## src/rtl/btn_pkg.sv

```systemverilog
// Shared definitions for the push-button pulse detector: edge-mode encoding,
// the debounce/hold counter width helper and the edge-mode legality check.
package btn_pkg;

  typedef enum logic [1:0] {
    EDGE_RISE = 2'd0,
    EDGE_FALL = 2'd1,
    EDGE_BOTH = 2'd2
  } edge_mode_e;

  // Bits needed for a counter that must be able to hold the value n.
  function automatic int cnt_width(input int n);
    return (n < 1) ? 1 : $clog2(n + 1);
  endfunction

  // Only rise, fall and both are meaningful edge selections.
  function automatic bit edge_mode_ok(input int mode);
    return (mode >= int'(EDGE_RISE)) && (mode <= int'(EDGE_BOTH));
  endfunction

endpackage

```

## src/rtl/btn_channel.sv

```systemverilog
// One button channel: two-flop synchroniser, stability-count debounce,
// registered rise/fall strobes and, with BTN_PULSE_REPEAT_EN defined,
// auto-repeat strobes while the debounced level stays high.
module btn_channel
  import btn_pkg::*;
#(
  parameter int DEBOUNCE_CYCLES = 4,
  parameter int HOLD_CYCLES     = 8,
  parameter int REPEAT_CYCLES   = 2
) (
  input  logic clk,
  input  logic rst_n,
  input  logic btn,
  output logic level,
  output logic rise,
  output logic fall,
  output logic hold
);

  localparam int CW = cnt_width(DEBOUNCE_CYCLES);
  localparam logic [CW-1:0] CNT_LAST = CW'(DEBOUNCE_CYCLES - 1);

  logic          s1;
  logic          s2;
  logic [CW-1:0] cnt;
  logic          accept;

  // A new level is taken on the DEBOUNCE_CYCLES-th consecutive disagreeing sample.
  assign accept = (s2 != level) && (cnt == CNT_LAST);

  // Bring the raw button level into the clock domain.
  always_ff @(posedge clk or negedge rst_n) begin
    if (!rst_n) begin
      s1 <= 1'b0;
      s2 <= 1'b0;
    end else begin
      s1 <= btn;
      s2 <= s1;
    end
  end

  // Debounce: any sample matching the current level restarts the stability count.
  always_ff @(posedge clk or negedge rst_n) begin
    if (!rst_n) begin
      cnt   <= '0;
      level <= 1'b0;
      rise  <= 1'b0;
      fall  <= 1'b0;
    end else begin
      rise <= accept & s2;
      fall <= accept & ~s2;
      if (s2 == level) begin
        cnt <= '0;
      end else if (accept) begin
        level <= s2;
        cnt   <= '0;
      end else begin
        cnt <= cnt + CW'(1);
      end
    end
  end

`ifdef BTN_PULSE_REPEAT_EN
  localparam int HW = cnt_width(HOLD_CYCLES);
  localparam logic [HW-1:0] HOLD_LAST   = HW'(HOLD_CYCLES - 1);
  localparam logic [HW-1:0] HOLD_RELOAD = HW'(HOLD_CYCLES - REPEAT_CYCLES);

  logic [HW-1:0] hcnt;

  // hcnt counts cycles since the rise strobe; it is checked one count early so
  // the first repeat lands exactly HOLD_CYCLES cycles after the rise cycle.
  // An accepted transition clears it, so no repeat strobe ever coincides with fall.
  always_ff @(posedge clk or negedge rst_n) begin
    if (!rst_n) begin
      hcnt <= '0;
      hold <= 1'b0;
    end else if (!level || accept) begin
      hcnt <= '0;
      hold <= 1'b0;
    end else if (hcnt == HOLD_LAST) begin
      hcnt <= HOLD_RELOAD;
      hold <= 1'b1;
    end else begin
      hcnt <= hcnt + HW'(1);
      hold <= 1'b0;
    end
  end
`else
  assign hold = 1'b0;
`endif

endmodule

```

## src/rtl/btn_pulse_detector.sv

```systemverilog
// Multi-channel push-button front end: CHANNELS independent debounced
// channels, each giving level, rise/fall strobes and optional repeat strobes.
// Optional feature macro: BTN_PULSE_REPEAT_EN (auto-repeat while held).
module btn_pulse_detector
  import btn_pkg::*;
#(
  parameter int CHANNELS        = 5,
  parameter int DEBOUNCE_CYCLES = 4,
  parameter int EDGE_MODE       = 0,
  parameter int HOLD_CYCLES     = 8,
  parameter int REPEAT_CYCLES   = 2
) (
  input  logic                clk,
  input  logic                rst_n,
  input  logic [CHANNELS-1:0] btn_signal,
  output logic [CHANNELS-1:0] level,
  output logic [CHANNELS-1:0] rise,
  output logic [CHANNELS-1:0] fall,
  output logic [CHANNELS-1:0] hold,
  output logic [CHANNELS-1:0] out
);

  logic [CHANNELS-1:0] edge_sel;

  // Parameter sanity is checked at elaboration so a bad build never reaches silicon.
  if (!edge_mode_ok(EDGE_MODE)) begin : g_bad_mode
    $error("btn_pulse_detector: EDGE_MODE must be 0, 1 or 2");
  end
  if (DEBOUNCE_CYCLES < 1) begin : g_bad_debounce
    $error("btn_pulse_detector: DEBOUNCE_CYCLES must be at least 1");
  end
  if (REPEAT_CYCLES < 1 || REPEAT_CYCLES > HOLD_CYCLES) begin : g_bad_repeat
    $error("btn_pulse_detector: REPEAT_CYCLES must be within 1..HOLD_CYCLES");
  end

  for (genvar i = 0; i < CHANNELS; i++) begin : g_ch
    btn_channel #(
      .DEBOUNCE_CYCLES(DEBOUNCE_CYCLES),
      .HOLD_CYCLES    (HOLD_CYCLES),
      .REPEAT_CYCLES  (REPEAT_CYCLES)
    ) u_ch (
      .clk  (clk),
      .rst_n(rst_n),
      .btn  (btn_signal[i]),
      .level(level[i]),
      .rise (rise[i]),
      .fall (fall[i]),
      .hold (hold[i])
    );
  end

  if (EDGE_MODE == int'(EDGE_RISE)) begin : g_sel_rise
    assign edge_sel = rise;
  end else if (EDGE_MODE == int'(EDGE_FALL)) begin : g_sel_fall
    assign edge_sel = fall;
  end else begin : g_sel_both
    assign edge_sel = rise | fall;
  end

  // Every term is a flop output, so out stays glitch-free one-cycle strobes.
  assign out = edge_sel | hold;

endmodule

```

## config.mk

```make
export PLATFORM = sky130hd
export DESIGN_NAME = btn_pulse_detector
export DESIGN_NICKNAME = d
export VERILOG_FILES = /design/src/rtl/btn_pkg.sv /design/src/rtl/btn_channel.sv /design/src/rtl/btn_pulse_detector.sv
export SDC_FILE = /design/constraint.sdc
export NUM_CORES = 1
export LEC_CHECK = 0
export BUFFER_PORTS_ARGS = -buffer_cell sky130_fd_sc_hd__buf_2
export CAP_MARGIN = 20
export CORE_MARGIN = 5
export CORE_UTILIZATION = 40
export CTS_BUF_LIST = sky130_fd_sc_hd__clkbuf_8
export CTS_CLUSTER_DIAMETER = 50
export DETAILED_ROUTE_END_ITERATION = 6
export SLEW_MARGIN = 30
export SYNTH_ARGS = -nofsm -noshare
export SYNTH_HDL_FRONTEND = slang
export SYNTH_SLANG_ARGS = --single-unit
export TNS_END_PERCENT = 5
```

## constraint.sdc

```tcl
create_clock -name clk -period 3.3 [get_ports clk]
set_input_delay 0.165 -clock clk [delete_from_list [all_inputs] [get_ports clk]]
set_output_delay 0.165 -clock clk [all_outputs]
set_load 0.005 [all_outputs]
```

### After elaboration in Yosys (flattened, before gate mapping)

Cells that the tools add are included.

| storage, ports and cells | value |
|---|---|
| flip-flop bits (word level) | 40 |
| input port bits | 7 |
| output and inout bits | 25 |
| logic and storage cells | 90 |

| cells by class | value |
|---|---|
| add/subtract/negate cells | 5 |
| equal/unequal tests | 15 |
| mux-type cells | 10 |
| bitwise operators | 20 |
| reductions and logical operators | 10 |

Operators with widths:

| cell | number |
|---|---|
| $mux W3 | 10 |
| $add A3 B1 Y3 const B | 5 |
| $eq A3 B2 Y1 const B | 5 |
| $and A1 B1 Y1 | 10 |
| $not A1 Y1 | 10 |
| $reduce_and A2 Y1 | 5 |
| $eq A1 B1 Y1 | 5 |
| $logic_and A1 B1 Y1 | 5 |
| $ne A1 B1 Y1 | 5 |

### Logic depth before layout (Yosys ltp)

Gate-level depths: netlist of the first run.

| logic depth | value |
|---|---|
| word-level depth | 4 |
| gate-level depth with buffers | 3 |
| depth with buffers taken out | 3 |

### Cells and area by module

A second synthesis of the first run with hierarchy kept.

| second synthesis, totals | value |
|---|---|
| cell total of the unflattened synthesis | 100 |
| area total of the unflattened synthesis | 1,514.0 um^2 |

Modules (own cells, without submodules):

| module | times used | cells each | area each (um^2) | sequential area each (um^2) |
|---|---|---|---|---|
| btn_channel | 5 | 19 | 296.5 | 200.2 |
| btn_pulse_detector | 1 | 5 | 31.3 | 0.0 |

### Worst setup path before layout of the first run

Ideal clock, no wire load.

| path | value |
|---|---|
| path kind | reg-to-reg |
| start | reg g_ch[2].u_ch.cnt[0] |
| end | reg g_ch[2].u_ch.level |
| setup time | 0.125 ns |
| data arrival time | 1.007 ns |
| required time | 3.175 ns |
| setup slack | 2.167 ns |
| stages on the path, launching flop included | 4 |
| buffers on the path | 0 |
| period minus slack after synthesis | 1.133 ns |
| path through | dfrtp_1 ha_1 and2b_4 mux2_4 |

| on the way | value |
|---|---|
| cells in the longest elaborated chain, start to end | 3 |

RTL lines:

| what | RTL line | source |
|---|---|---|
| from (decl) | btn_channel.sv:25 | `logic [CW-1:0] cnt;` |
| from (signal assigned) | btn_channel.sv:58 | `cnt <= cnt + CW'(1);` |
| $eq A3 B2 Y1 | btn_channel.sv:29 | `assign accept = (s2 != level) && (cnt == CNT_LAST);` |
| $logic_and A1 B1 Y1 | btn_channel.sv:29 |  |
| $reduce_and A2 Y1 (no line) | -- |  |
| to (signal assigned) | btn_channel.sv:46 | `level <= 1'b0;` |
| to (signal assigned) | btn_channel.sv:55 | `level <= s2;` |
| to (decl) | btn_channel.sv:14 | `output logic level,` |

No other way between the ends.
A chain may end at the register's enable or synchronous reset.

### Final worst setup path of the first run

| path | value |
|---|---|
| start | reg g_ch[1].u_ch.cnt[0] |
| end | reg g_ch[1].u_ch.level |

| on the way | value |
|---|---|
| cells in the longest elaborated chain, start to end | 3 |

RTL lines:

| what | RTL line |
|---|---|
| from (decl) | btn_channel.sv:25 |
| from (signal assigned) | btn_channel.sv:58 |
| $eq A3 B2 Y1 | btn_channel.sv:29 |
| $logic_and A1 B1 Y1 | btn_channel.sv:29 |
| $reduce_and A2 Y1 (no line) | -- |
| to (signal assigned) | btn_channel.sv:46 |
| to (signal assigned) | btn_channel.sv:55 |
| to (decl) | btn_channel.sv:14 |

No other way between the ends.

==> results.yml, run 1 <==
layout:
  layout_common_cells: "dfrtp_1, buf_2, nor3b_1"
  instances_no_fill: 181
  nNetsFinal: 142
  final_core_util: 0.451
  diodes: 0
  final_area_um2: 1790
  final_common_cell: "dfrtp_1"
  area.growth.synth_to_final_pct: 10.8
  layout-drive-gt1-share: 0.305
detailed_routing:
  firstDrtPassIters: 4
  drtIter0Drc: 21
  ant_nets: 0
  wire_per_inst_um: 12.2
  drt-total-wl_um: 2210
  num_vias: 801
  route.detailed.drc: 0
  routed_via_density: 4.43
flow_run:
  max_cap_violations: 0
synthesis:
  syn_area_um2: 1620
  ys_seq_elements: 40
  yosysSeqAreaShare: 0.619
  synth_cell_types: 15
  yosysWarnings: 0
  syn_avg_cell_area_um2: 14.4
  syn_inst: 112
critical_path:
  r2r_slack_ps: 2110
  crit_fanout: 3
  cp-end-kind: "flip-flop"
  cp_data_required_time_ps: 3470
  r2r_cells: 3
  worstPathArrival_ps: 1360
  crit_type: "flip-flop to flip-flop"
  cp-startpoint: "g_ch[1].u_ch.cnt[0]$_DFF_PN0_"
  r2r-end: "g_ch[1].u_ch.level$_DFFE_PN0P_"
  start_kind: "flip-flop"
  reg2reg_from: "g_ch[1].u_ch.cnt[0]$_DFF_PN0_"
grt:
  grt_max_degree: 41
  grt_usage: 0.0989
  antenna_found_initial: 0
  grt_pass1_wl_um: 3930
  grt_pass1_vias: 869
  overflow: 0
clock_tree:
  cts_buffers: 5
  cts.htree.levels: 2
  cts.repair.resized: 0
  cts_sinks: 40
  root_buffer: "clkbuf_8"
  clk_pin_slew_ps: 70
  insertion_delay_ps: 290
  cts_tree: "yes"
  post_cts_buffers: 0
  cts_buffer_depth: 2
placement:
  routabilityCongestion: 0.696
  dpl.hpwl_um: 1650
  dp.cells: 167
  io_buffers: 26
  placed_area_um2: 1640
floorplanning:
  core_um2: 3970
  die_x_um: 73.6
  die-area_um2: 5420
  io_pins: 32
  start_util: 0.407
  rows: 23
  dieHeight_um: 73.6
timing:
  hold_ws_ps: 353
  rsz0062_at_grt: "no"
  fin_crit_ps: 1190
  fin_skew_ps: 2.95
  fmax_mhz: 842
  drv_slew: 0
  hold_violations: 0
  tns_ps: 0
  period_share: 0.360
  finalSetupViolations: 0
pwr:
  cellPowerDensity_nw_per_um2: 701
  p_leak_nw: 0.894
  vdd_ir_drop_max_uv: 291
min_path:
  min_from: "g_ch[4].u_ch.s1$_DFF_PN0_"
  hold_path.class: "flip-flop to flip-flop"
  min_path_cells: 0
  holdPathEnd: "g_ch[4].u_ch.s2$_DFF_PN0_"
run_status:
  outcome: "complete, no violations"
[through the flow]
step | setup WS (ps) | power, mW
final | 2110 | 1.26
after global routing | 2060 | 1.35
after CTS | 2100 | 1.28
after detailed placement | 2110 | 0.948
after global placement | 2160 | 0.914
after floorplan | 2170 | 0.896
[cells in the mapped netlist]
cell      count  area (µm²)
and2b_4       1        10.0
and3b_1       5        43.8
buf_4        25         188
conb_1        1        3.75
dfrtp_1      40        1000
ha_1          5        62.6
mux2_1        4        45.0
mux2_4        1        15.0
nand2b_1      1        6.26
nand2b_4      3        41.3
nor2b_1       1        6.26
nor2b_4       1        13.8
nor3_1        2        10.0
nor3b_1      17         128
xnor2_1       5        43.8
[what timing repair did]
action	CTS	global route
setup endpoints to repair	0	0
endpoints found under the hold margin	5	40
hold buffers	5	1
[state kept, by name, summed over array words and instances, names as in the netlist]
signal and cells:
g_ch.u_ch.fall 5, g_ch.u_ch.s2 5, g_ch.u_ch.level 5, g_ch.u_ch.s1 5
g_ch.u_ch.rise 5, g_ch.u_ch.cnt 15
[layer usage]
metal  global-route usage  part of all wire  up-vias
met5                    0                 0        -
met4               0.0483             0.023        0
met3               0.0465             0.081        7
met2                0.154              0.50       23
met1                0.115              0.39      393
li1                     -                 -      378
[where the power goes]
group | leakage (nW) | switching [mW] | internal [mW] | total (mW)
logic | 0.329 | 0.122 | 0.157 | 0.279
registers | 0.514 | 0.0711 | 0.584 | 0.655
clock network | 0.0510 | 0.157 | 0.167 | 0.323
total | 0.894 | 0.350 | 0.907 | 1.26
[kinds of logic (layout without fill, tap and decap cells)]
family	Yosys count	after routing	share of synthesized area
XOR/XNOR	5	5	0.0271
multiplexers	5	5	0.0371
buffers and inverters	25	40	0.116
AND/OR/NAND/NOR	31	31	0.160
adder cells (fa/ha/maj)	5	5	0.0387
other	1	5	0.00232
flip-flops	40	40	0.619
[how the worst max path moves through the flow]
stage | endpoint | cells past startpoint | slack [ps]
4_1_cts | g_ch[1].u_ch.level$_DFFE_PN0P_ | 3 | 2100
3_3_place_gp | g_ch[2].u_ch.level$_DFFE_PN0P_ | 3 | 2160
2_1_floorplan | g_ch[2].u_ch.level$_DFFE_PN0P_ | 3 | 2170
5_1_grt | g_ch[1].u_ch.level$_DFFE_PN0P_ | 3 | 2060
3_5_place_dp | g_ch[1].u_ch.level$_DFFE_PN0P_ | 3 | 2110
6_report | g_ch[1].u_ch.level$_DFFE_PN0P_ | 3 | 2110
[final cells by class]
type	count	area (µm²)
clock buffer	6	82.6
clock inverter	2	10.0
fill	366	2180
multi-input combinational	51	444
sequential	40	1000
tap	50	62.6
timing repair buffer	32	193
[worst max-delay path, stage by stage, from the launching register on]
cell	delay, ps
dfrtp_1	390
ha_1	230
nor2b_4	140
mux2_1	310
Power figures use the tool's default switching activity.
==> inputs of run 2 (changes only) <==
==> constraint.sdc (replaced) <==
create_clock -name clk -period 1.2 [get_ports clk]
set_input_delay 0.06 -clock clk [delete_from_list [all_inputs] [get_ports clk]]
set_output_delay 0.06 -clock clk [all_outputs]
set_load 0.005 [all_outputs]
==> results.yml, run 2 (synthesis gave the netlist of run 1 again) <==
grt:
  overflow: 0
  grt_pass1_vias: 872
  grt_max_degree: 25
  grt_pass1_wl_um: 3860
  antenna_found_initial: 0
  grt_usage: 0.0972
floorplanning:
  dieHeight_um: 73.6
  die-area_um2: 5420
  io_pins: 32
  start_util: 0.407
  die_x_um: 73.6
  rows: 23
  core_um2: 3970
detailed_routing:
  drtIter0Drc: 27
  num_vias: 804
  route.detailed.drc: 0
  routed_via_density: 4.39
  drt-total-wl_um: 2180
  ant_nets: 0
  wire_per_inst_um: 11.9
  firstDrtPassIters: 3
critical_path:
  cp-end-kind: "flip-flop"
  cp_data_required_time_ps: 1370
  crit_type: "flip-flop to flip-flop"
  critical-path-top-delay-family: "flip-flops"
  path_depth: 3
  crit_path_top_delay_cell: "dfrtp_1"
  crit_fanout: 4
  slowest_delay_ps: 390
  r2r_cells: 3
  start_kind: "flip-flop"
  worstPathArrival_ps: 1310
  critPathBufInv: 0
  crit_chain: "ha_2, and2b_4, mux2_4"
layout:
  final_area_um2: 1830
  final_common_cell: "dfrtp_1"
  seqCellArea_um2: 1000
  largest_reg_flops: 15
  instances_no_fill: 183
  layout_common_cells: "dfrtp_1, buf_2, nor3b_1"
  regMostFlops: "g_ch.u_ch.cnt"
  final_core_util: 0.461
  layout-drive-gt1-share: 0.346
  fill_cells: 363
  multi_input_area_um2: 460
  nNetsFinal: 144
  area.growth.synth_to_final_pct: 13.2
  diodes: 0
timing:
  fin_crit_ps: 1150
  tns_ps: 0
  fmax_mhz: 871
  fin_skew_ps: 5.26
  rsz0062_at_grt: "no"
  hold_ws_ps: 251
  drv_slew: 0
  period_share: 0.956
  setup_slack_ps: 52.3
  finalSetupViolations: 0
  hold_violations: 0
flow_run:
  max_cap_violations: 0
placement:
  routabilityCongestion: 0.683
  dpl.hpwl_um: 1590
  placed_area_um2: 1660
  dp.cells: 168
  preCtsSetupSlack_ps: 28.6
  io_buffers: 26
pwr:
  cellPowerDensity_nw_per_um2: 1900
  p_leak_nw: 0.902
  vdd_ir_drop_max_uv: 799
  fin_total_pwr_mw: 3.48
clock_tree:
  cts_sinks: 40
  cts_tree: "yes"
  cts_buffer_depth: 2
  cts.htree.levels: 2
  root_buffer: "clkbuf_8"
  insertion_delay_ps: 280
  clk_pin_slew_ps: 70
  cts_buffers: 5
run_status:
  outcome: "complete, no violations"
min_path:
  hold_path.class: "primary input to asynchronous set/reset pin"
[run 2: changes by cell type in the layout (fill, tap and decap cells not counted)]
cell and delta:
ha_2 +5, clkinv_2 -2, ha_1 -5, buf_12 +1
buf_2 +1, inv_1 +2, mux2_4 +1, mux2_1 -1
[run 2: path summary, 6_finish.rpt]
check                      slack, ps                           from                              to
max in group asynchronous        490                          rst_n     g_ch[0].u_ch.fall$_DFF_PN0_
hold / removal                   250                          rst_n       g_ch[3].u_ch.s2$_DFF_PN0_
setup / recovery                  50  g_ch[2].u_ch.cnt[0]$_DFF_PN0_  g_ch[2].u_ch.level$_DFFE_PN0P_
min in group clk                 350      g_ch[4].u_ch.s1$_DFF_PN0_       g_ch[4].u_ch.s2$_DFF_PN0_
setup reg to reg                  50  g_ch[2].u_ch.cnt[0]$_DFF_PN0_  g_ch[2].u_ch.level$_DFFE_PN0P_
hold reg to reg                  350      g_ch[4].u_ch.s1$_DFF_PN0_       g_ch[4].u_ch.s2$_DFF_PN0_
[run 2: repair_timing]
item / in CTS / in global routing
hold buffers: 6 / 0
endpoints found under the hold margin: 21 / 0
endpoints found under the setup margin: 0 / 5
setup buffers: 0 / 1
gates resized for setup: 0 / 6
[run 2: area by class of cell]
cell class,count,share of cell area
clock buffer,6,0.0451
multi-input combinational,51,0.251
tap,50,0.0342
clock inverter,2,0.00410
timing repair buffer,34,0.119
sequential,40,0.546
[run 2: power breakdown]
group	internal, mW	leakage, nW	switching, mW
registers	1.61	0.514	0.197
clock network	0.451	0.0538	0.405
logic	0.480	0.333	0.337
[run 2: metal layers]
metal | track usage | vias up | routed length [µm]
li1 | - | 380 | -
met1 | 0.110 | 396 | 859
met2 | 0.154 | 24 | 1110
met3 | 0.0492 | 4 | 176
met4 | 0.0423 | 0 | 32
met5 | 0 | - | 0
==> inputs of run 3 (changes only) <==
==> constraint.sdc (replaced) <==
create_clock -name clk -period 1.25 [get_ports clk]
set_input_delay 0.0625 -clock clk [delete_from_list [all_inputs] [get_ports clk]]
set_output_delay 0.0625 -clock clk [all_outputs]
set_load 0.005 [all_outputs]
==> results.yml, run 3 (synthesis gave the netlist of run 1 again) <==
floorplanning:
  rows: 23
  die-area_um2: 5420
  start_util: 0.407
  dieHeight_um: 73.6
  core_um2: 3970
  die_x_um: 73.6
  io_pins: 32
critical_path:
  crit_path_top_delay_cell: "dfrtp_1"
  r2r-end: "g_ch[2].u_ch.level$_DFFE_PN0P_"
  start_kind: "flip-flop"
  r2r_slack_ps: 70
  crit_fanout: 4
  crit_type: "flip-flop to flip-flop"
  r2r_cells: 3
  slowest_delay_ps: 390
  cp_data_required_time_ps: 1420
  cp-end-kind: "flip-flop"
  worstPathArrival_ps: 1340
  crit_chain: "ha_1, and2b_4, mux2_4"
  reg2reg_from: "g_ch[2].u_ch.cnt[0]$_DFF_PN0_"
detailed_routing:
  routed_via_density: 4.31
  wire_per_inst_um: 11.7
  firstDrtPassIters: 3
  num_vias: 785
  ant_nets: 0
  drtIter0Drc: 30
  route.detailed.drc: 0
  drt-total-wl_um: 2130
timing:
  drv_slew: 0
  hold_ws_ps: 239
  finalSetupViolations: 0
  fin_crit_ps: 1180
  tns_ps: 0
  hold_violations: 0
  period_share: 0.941
  fmax_mhz: 850
  rsz0062_at_grt: "no"
  fin_skew_ps: 6.82
  setup_slack_ps: 74.2
pwr:
  clock_power_share: 0.252
  sequentialPowerShare: 0.525
  comb_power_share: 0.223
  vdd_ir_drop_max_uv: 703
  cellPowerDensity_nw_per_um2: 1810
  fin_total_pwr_mw: 3.27
  swShare: 0.269
  p_leak_nw: 0.905
  p_int_mw: 2.39
  p_switching_mw: 0.882
clock_tree:
  cts.repair.resized: 0
  hold_buffers: 6
  cts_buffers: 5
  clk_pin_slew_ps: 70
  cts_tree: "yes"
  cts.htree.levels: 2
  cts_buffer_depth: 2
  cts_sinks: 40
  insertion_delay_ps: 280
  post_cts_buffers: 0
  root_buffer: "clkbuf_8"
min_path:
  hold_path.class: "primary input to asynchronous set/reset pin"
placement:
  io_buffers: 26
  placed_area_um2: 1660
  dpl.hpwl_um: 1600
  preCtsSetupSlack_ps: 71.7
  routabilityCongestion: 0.683
run_status:
  outcome: "complete, no violations"
layout:
  final_area_um2: 1810
  area.growth.synth_to_final_pct: 11.8
  final_common_cell: "dfrtp_1"
  nNetsFinal: 143
  layout_common_cells: "dfrtp_1, buf_2, nor3b_1"
  regMostFlops: "g_ch.u_ch.cnt"
  diodes: 0
  layout-drive-gt1-share: 0.295
  largest_reg_flops: 15
grt:
  grt_usage: 0.0991
  grt_max_degree: 25
  antenna_found_initial: 0
  grt_pass1_vias: 896
  grt_pass1_wl_um: 3970
  overflow: 0
flow_run:
  max_cap_violations: 0
run 3: worst max path at each step:
stage	from	slack (ps)	depth (start not counted)	endpoint
after CTS	g_ch[2].u_ch.cnt[0]$_DFF_PN0_	70	3	g_ch[2].u_ch.level$_DFFE_PN0P_
after detailed placement	g_ch[2].u_ch.cnt[0]$_DFF_PN0_	70	3	g_ch[2].u_ch.level$_DFFE_PN0P_
after floorplan	g_ch[2].u_ch.cnt[0]$_DFF_PN0_	120	3	g_ch[2].u_ch.level$_DFFE_PN0P_
final	g_ch[2].u_ch.cnt[0]$_DFF_PN0_	70	3	g_ch[2].u_ch.level$_DFFE_PN0P_
after global placement	g_ch[2].u_ch.cnt[0]$_DFF_PN0_	110	3	g_ch[2].u_ch.level$_DFFE_PN0P_
after global routing	g_ch[1].u_ch.cnt[0]$_DFF_PN0_	10	3	g_ch[1].u_ch.level$_DFFE_PN0P_
run 3: per-layer routing:
metal,up-vias,routed length [µm],GRT usage
met5,-,0,0
met4,0,31,0.0423
met3,4,176,0.0506
met2,24,1080,0.156
met1,375,847,0.113
li1,382,-,-
run 3: power groups by stage:
stage | Combinational, mW | Sequential, mW | Clock, mW
2_1_floorplan | 0.659 | 1.71 | 0
3_3_place_gp | 0.696 | 1.73 | 0
3_5_place_dp | 0.740 | 1.74 | 0
4_1_cts | 0.759 | 1.72 | 0.871
5_1_grt | 0.858 | 1.77 | 0.932
6_report | 0.730 | 1.72 | 0.825
run 3: cell type report:
cell class,count,area (µm²)
Fill cell,354,2160
Sequential cell,40,1000
Multi-Input combinational cell,51,444
Timing Repair Buffer,33,210
Clock buffer,6,82.6
Tap cell,50,62.6
Clock inverter,2,7.51
run 3: per-stage QoR:
step / std cells / utilization
2_1_floorplan: 116 / -
3_3_place_gp: 168 / 0.417
3_5_place_dp: 168 / 0.417
4_1_cts: 182 / 0.455
5_1_grt: 182 / 0.455
6_report: 182 / 0.455
run 3: worst max-delay path: cells and delay by family (launching register included):
kind / cells / cell delay (ps)
mux: 1 / 290
simple gates: 1 / 180
flops: 1 / 390
fa+ha+maj: 1 / 210
